--- src/rtl/la_scan_ctrl.sv ---
// Scan-chain test controller: shifts a pattern into a chain, pulses one capture cycle,
// shifts the response back out and compares it against an expected vector.
// The expected-response port is named `expected` because `expect` is a reserved word.
module la_scan_ctrl #(
  parameter int unsigned LEN  = 8,
  parameter string       PROP = "DEFAULT"
) (
  input  logic           clk,
  input  logic           nreset,
  input  logic           start,
  input  logic [LEN-1:0] pattern,
  input  logic [LEN-1:0] expected,
  input  logic           so,
  output logic           se,
  output logic           si,
  output logic           busy,
  output logic           done,
  output logic           pass,
  output logic [LEN-1:0] resp
);

  localparam int unsigned     CntW    = $clog2(LEN + 1);
  localparam logic [CntW-1:0] LastCnt = CntW'(LEN - 1);
  // Implementation hint only; carried for library compatibility.
  localparam string           prop_unused = PROP;

  typedef enum logic [2:0] {
    StIdle,
    StLoad,
    StCapture,
    StUnload,
    StDone
  } state_e;

  state_e          state_q, state_d;
  logic [CntW-1:0] cnt_q, cnt_d;
  logic [LEN-1:0]  pat_q, pat_d;
  logic [LEN-1:0]  exp_q, exp_d;
  logic [LEN-1:0]  resp_q, resp_d;
  logic            pass_q, pass_d;
  logic [LEN-1:0]  resp_shift;

  // so is sampled before the chain moves, so the last cell's capture lands in the MSB.
  assign resp_shift = {resp_q[LEN-2:0], so};

  always_comb begin
    state_d = state_q;
    cnt_d   = cnt_q;
    pat_d   = pat_q;
    exp_d   = exp_q;
    resp_d  = resp_q;
    pass_d  = pass_q;
    se      = 1'b0;
    si      = 1'b0;
    busy    = 1'b1;
    done    = 1'b0;

    unique case (state_q)
      StIdle: begin
        busy = 1'b0;
        if (start) begin
          pat_d   = pattern;
          exp_d   = expected;
          resp_d  = '0;
          pass_d  = 1'b0;
          cnt_d   = '0;
          state_d = StLoad;
        end
      end
      StLoad: begin
        se    = 1'b1;
        si    = pat_q[LEN-1];
        // Holding register shifts MSB-first so si never needs a variable index.
        pat_d = {pat_q[LEN-2:0], 1'b0};
        if (cnt_q == LastCnt) begin
          cnt_d   = '0;
          state_d = StCapture;
        end else begin
          cnt_d = cnt_q + 1'b1;
        end
      end
      StCapture: begin
        cnt_d   = '0;
        state_d = StUnload;
      end
      StUnload: begin
        se     = 1'b1;
        resp_d = resp_shift;
        if (cnt_q == LastCnt) begin
          cnt_d   = '0;
          pass_d  = (resp_shift == exp_q);
          state_d = StDone;
        end else begin
          cnt_d = cnt_q + 1'b1;
        end
      end
      StDone: begin
        busy    = 1'b0;
        done    = 1'b1;
        state_d = StIdle;
      end
      default: state_d = StIdle;
    endcase
  end

  always_ff @(posedge clk or negedge nreset) begin
    if (!nreset) begin
      state_q <= StIdle;
      cnt_q   <= '0;
      pat_q   <= '0;
      exp_q   <= '0;
      resp_q  <= '0;
      pass_q  <= 1'b0;
    end else begin
      state_q <= state_d;
      cnt_q   <= cnt_d;
      pat_q   <= pat_d;
      exp_q   <= exp_d;
      resp_q  <= resp_d;
      pass_q  <= pass_d;
    end
  end

  assign pass = pass_q;
  assign resp = resp_q;

endmodule

--- config.mk ---
export PLATFORM = sky130hd
export DESIGN_NAME = la_scan_ctrl
export DESIGN_NICKNAME = d
export VERILOG_FILES = /design/src/rtl/la_scan_ctrl.sv
export SDC_FILE = /design/constraint.sdc
export NUM_CORES = 1
export LEC_CHECK = 0
export BUFFER_PORTS_ARGS = -buffer_cell sky130_fd_sc_hd__buf_4
export CAP_MARGIN = 20
export CELL_PAD_IN_SITES_DETAIL_PLACEMENT = 1
export CELL_PAD_IN_SITES_GLOBAL_PLACEMENT = 1
export CORE_ASPECT_RATIO = 0.7
export CORE_MARGIN = 3
export CORE_UTILIZATION = 37
export DETAILED_ROUTE_END_ITERATION = 10
export GPL_TIMING_DRIVEN = 0
export PLACE_DENSITY_LB_ADDON = 0.1
export SLEW_MARGIN = 5
export SYNTH_ARGS = -nofsm -noshare
export SYNTH_HDL_FRONTEND = slang
export SYNTH_SLANG_ARGS = --single-unit
--- constraint.sdc ---
create_clock -name clk -period 1.5 [get_ports clk]
set_input_delay 0.075 -clock clk [delete_from_list [all_inputs] [get_ports clk]]
set_output_delay 0.075 -clock clk [all_outputs]
set_load 0.02 [all_outputs]
==> impl_results.md <==
* Core area at 3670 sq um
* RSZ-0062 raised after global routing: yes
* R2R Setup Slk at -30 ps
* Slew Limit Fails at 0
* Critical path data arrival time at 1700 ps
* Die height at 58.7 um
* Worst Setup SP: state_q[0]$_DFFE_PN0P_
* Most used DFF post-synth: dfrtp_1
* Synth-to-Final Area Change at 43.1%
* Post-Route Skew at 8.76 ps
* DRC errors left at 0
* Share of the synthesized area in the top cell type at 0.546
* FMAX at 0.653 GHz
* Min Hold Slack at 15.8 ps
* Initial antenna violation count at 0
* TritonCTS clock tree: yes
* Routed WL at 3510 um
* Synth cell types at 33
* Final hold violation count at 0
* CP max stage delay at 390 ps
* Nets at 193
* EDFF count, synth at 0
* Leakage at 0.954 nW
* Synthesis Warnings at 0
* Synth Instances at 122
* Setup ws final at -30.2 ps
* Crit path time final at 1530 ps
* Total track usage at 0.159
* Initial Utilization at 0.399
* CP max-delay cell: dfrtp_1
* Port bufs at 32
* Syn nets at 143
* DP Area at 1780 sq um
* Die Width at 81.2 um
* Reg-to-Reg End: exp_q[4]$_DFFE_PN0P_
* Worst Path Max Fanout at 6
* Slew @ Worst Pin at 416 ps
* Final setup fails at 13
* Cell mode on critical path: buf_6
* DR vias/cell at 4.87
* VDD IR max at 0.959 mV
* Avg Cell Area, Syn at 12.0 sq um
* Area contributors post-synth: dfrtp_1, mux2i_1, a22o_1, xnor2_1, mux2_2
* Count leader, synth: dfrtp_1
* Max Cap Viol at 0
* Vias in the first global route at 1143
* Fin crit share at 1.02
* Synth area leader: dfrtp_1
* Synthesis-stage register bit count at 32
* Footprint of the multi-input gates at 684 sq um
* CTS H-Tree Depth at 2
* Post-synthesis sequential area ratio at 0.546
* Num CTS Buffers at 5
* Final antenna-violating net count at 0
* Data required time of the critical path at 1670 ps
* Largest net degree at the start of global routing at 33
* Worst-case reg-to-reg path depth at 5
* Setup crit end: exp_q[4]$_DFFE_PN0P_
* Slew HR at 0.723
* Total gr overflow at 0
* First-pass GRT wire length at 5550 um
* Status: complete, but fails checks
* Antenna diodes at 0
* I/O pins at 33
* CP endpoint kind: flop
* Layout cells sized above 1 at 0.439
* Asr flop ratio synth at 1.00
* Hold crit path type: input port to flop
* Drt pass-1 iters at 4
* Fillers at 382
* Clock Sinks at 32
* Num rows at 18
* Cell area power density at 2120 nW/um^2
* Root buffer cell: clkbuf_8
* Worst flop-to-flop path startpoint: state_q[0]$_DFFE_PN0P_
* Reg area at 802 sq um
* Clk Latency, worst-skew pair at 290 ps
* Commonest cells post-synth: dfrtp_1, a22o_1, mux2i_1, nand2_1, xnor2_1
* Routed length per instance at 15.7 um
* Placer Congestion at 0.704
* Vias at 1086
* Failing checks: setup timing
* HPWL after DPL at 2230 um
* Worst-path clk slew at 70 ps
* Clock buffer depth at 2
* Final instance area at 2100 sq um
* CP cell instances: buf_6, nor4b_4, buf_6, buf_6, mux2_4
* Die area at 4770 sq um
* Crit path kind: flop to flop
* Setup crit start kind: flop
* Synthesized cell area at 1470 sq um
* 1st-iter DRT viols at 42
==> placed cells by master (no fill, tap or decap), types with 2 or more instances in the layout <==
cell / n
buf_4: 38
dfrtp_1: 31
a22o_1: 9
mux2_4: 8
nand2_1: 8
o21ai_1: 8
xnor2_1: 8
buf_6: 7
mux2i_1: 7
clkbuf_8: 5
clkbuf_2: 2
inv_1: 2
nor2_1: 2
and3_1: 2
nor3b_1: 2
o31ai_1: 2
nand4_1: 2
nand3_1: 2
==> repair_timing <==
action                     in CTS  in global routing
resized for setup              12                 17
hold endpoints to repair       32                  0
hold buffers                    1                  0
pin swaps                       1                  4
gates cloned                    0                  2
setup buffers                   5                  6
setup endpoints to repair      31                 28
==> power by group <==
part           internal (mW)  switching (mW)
registers               1.21           0.303
clock network          0.493           0.326
logic                   1.16           0.944
==> critical path: cells and delay by family, from the launching register on <==
| family | cells | cell delay [ps] |
|---|---|---|
| buffers and inverters | 3 | 450 |
| AND/OR/NAND/NOR | 1 | 270 |
| flip-flops | 1 | 390 |
| multiplexers | 1 | 300 |
==> kinds of logic after synthesis <==
kind of cell               count (synthesis)  share of synthesized area
AOI/OAI and AO/OA                         24                      0.116
xor gates and xnor gates                   9                     0.0538
adders and majority gates                  1                    0.00853
buffers and inverters                     10                     0.0333
DFF                                       32                      0.546
muxes                                     16                      0.116
and+or+nand+nor                           30                      0.126
==> stage by stage <==
stage                     total power, mW  TNS (ps)  worst slack (ps)  utilization  std cells
final                                4.44      -183             -30.2        0.572        223
after detailed placement             3.21     -7720              -366        0.486        204
after floorplan                      2.68      -999              -121            -        122
after CTS                            4.15     -17.9             -15.9        0.534        215
after global routing                 4.78     -1790              -119        0.572        223
after global placement               3.15     -7120              -355        0.486        204
==> layout make-up <==
cell class,instances,area share
clock buffers,6,0.0346
flip-flops and latches,32,0.382
inverters,2,0.00358
repair buffers,46,0.182
clock inverters,2,0.0167
well taps,50,0.0298
plain buffers,5,0.0250
multi-input cells,80,0.326
==> worst min path at each step <==
stage	start	endpoint	slack [ps]	depth (start not counted)
4_1_cts	expected[5]	exp_q[5]$_DFFE_PN0P_	10	2
3_5_place_dp	nreset	pat_q[6]$_DFFE_PN0P_	40	1
5_1_grt	expected[1]	exp_q[1]$_DFFE_PN0P_	4	2
2_1_floorplan	nreset	cnt_q[0]$_DFFE_PN0P_	-220	0
3_3_place_gp	nreset	pat_q[6]$_DFFE_PN0P_	40	1
6_report	expected[3]	exp_q[3]$_DFFE_PN0P_	20	2
==> sequential cells by signal (all words and copies together) (netlist names) <==
signal / cells
pat_q: 8
pass: 1
state_q: 3
resp: 8
exp_q: 8
cnt_q: 4
==> per-layer routing <==
layer / global-route usage / routed length (um) / vias up
met2: 0.234 / 1590 / 26
met5: 0 / 0 / -
met1: 0.212 / 1680 / 519
met4: 0.0795 / 67 / 0
met3: 0.0535 / 164 / 7
li1: - / - / 534
Power figures use the tool's default switching activity.
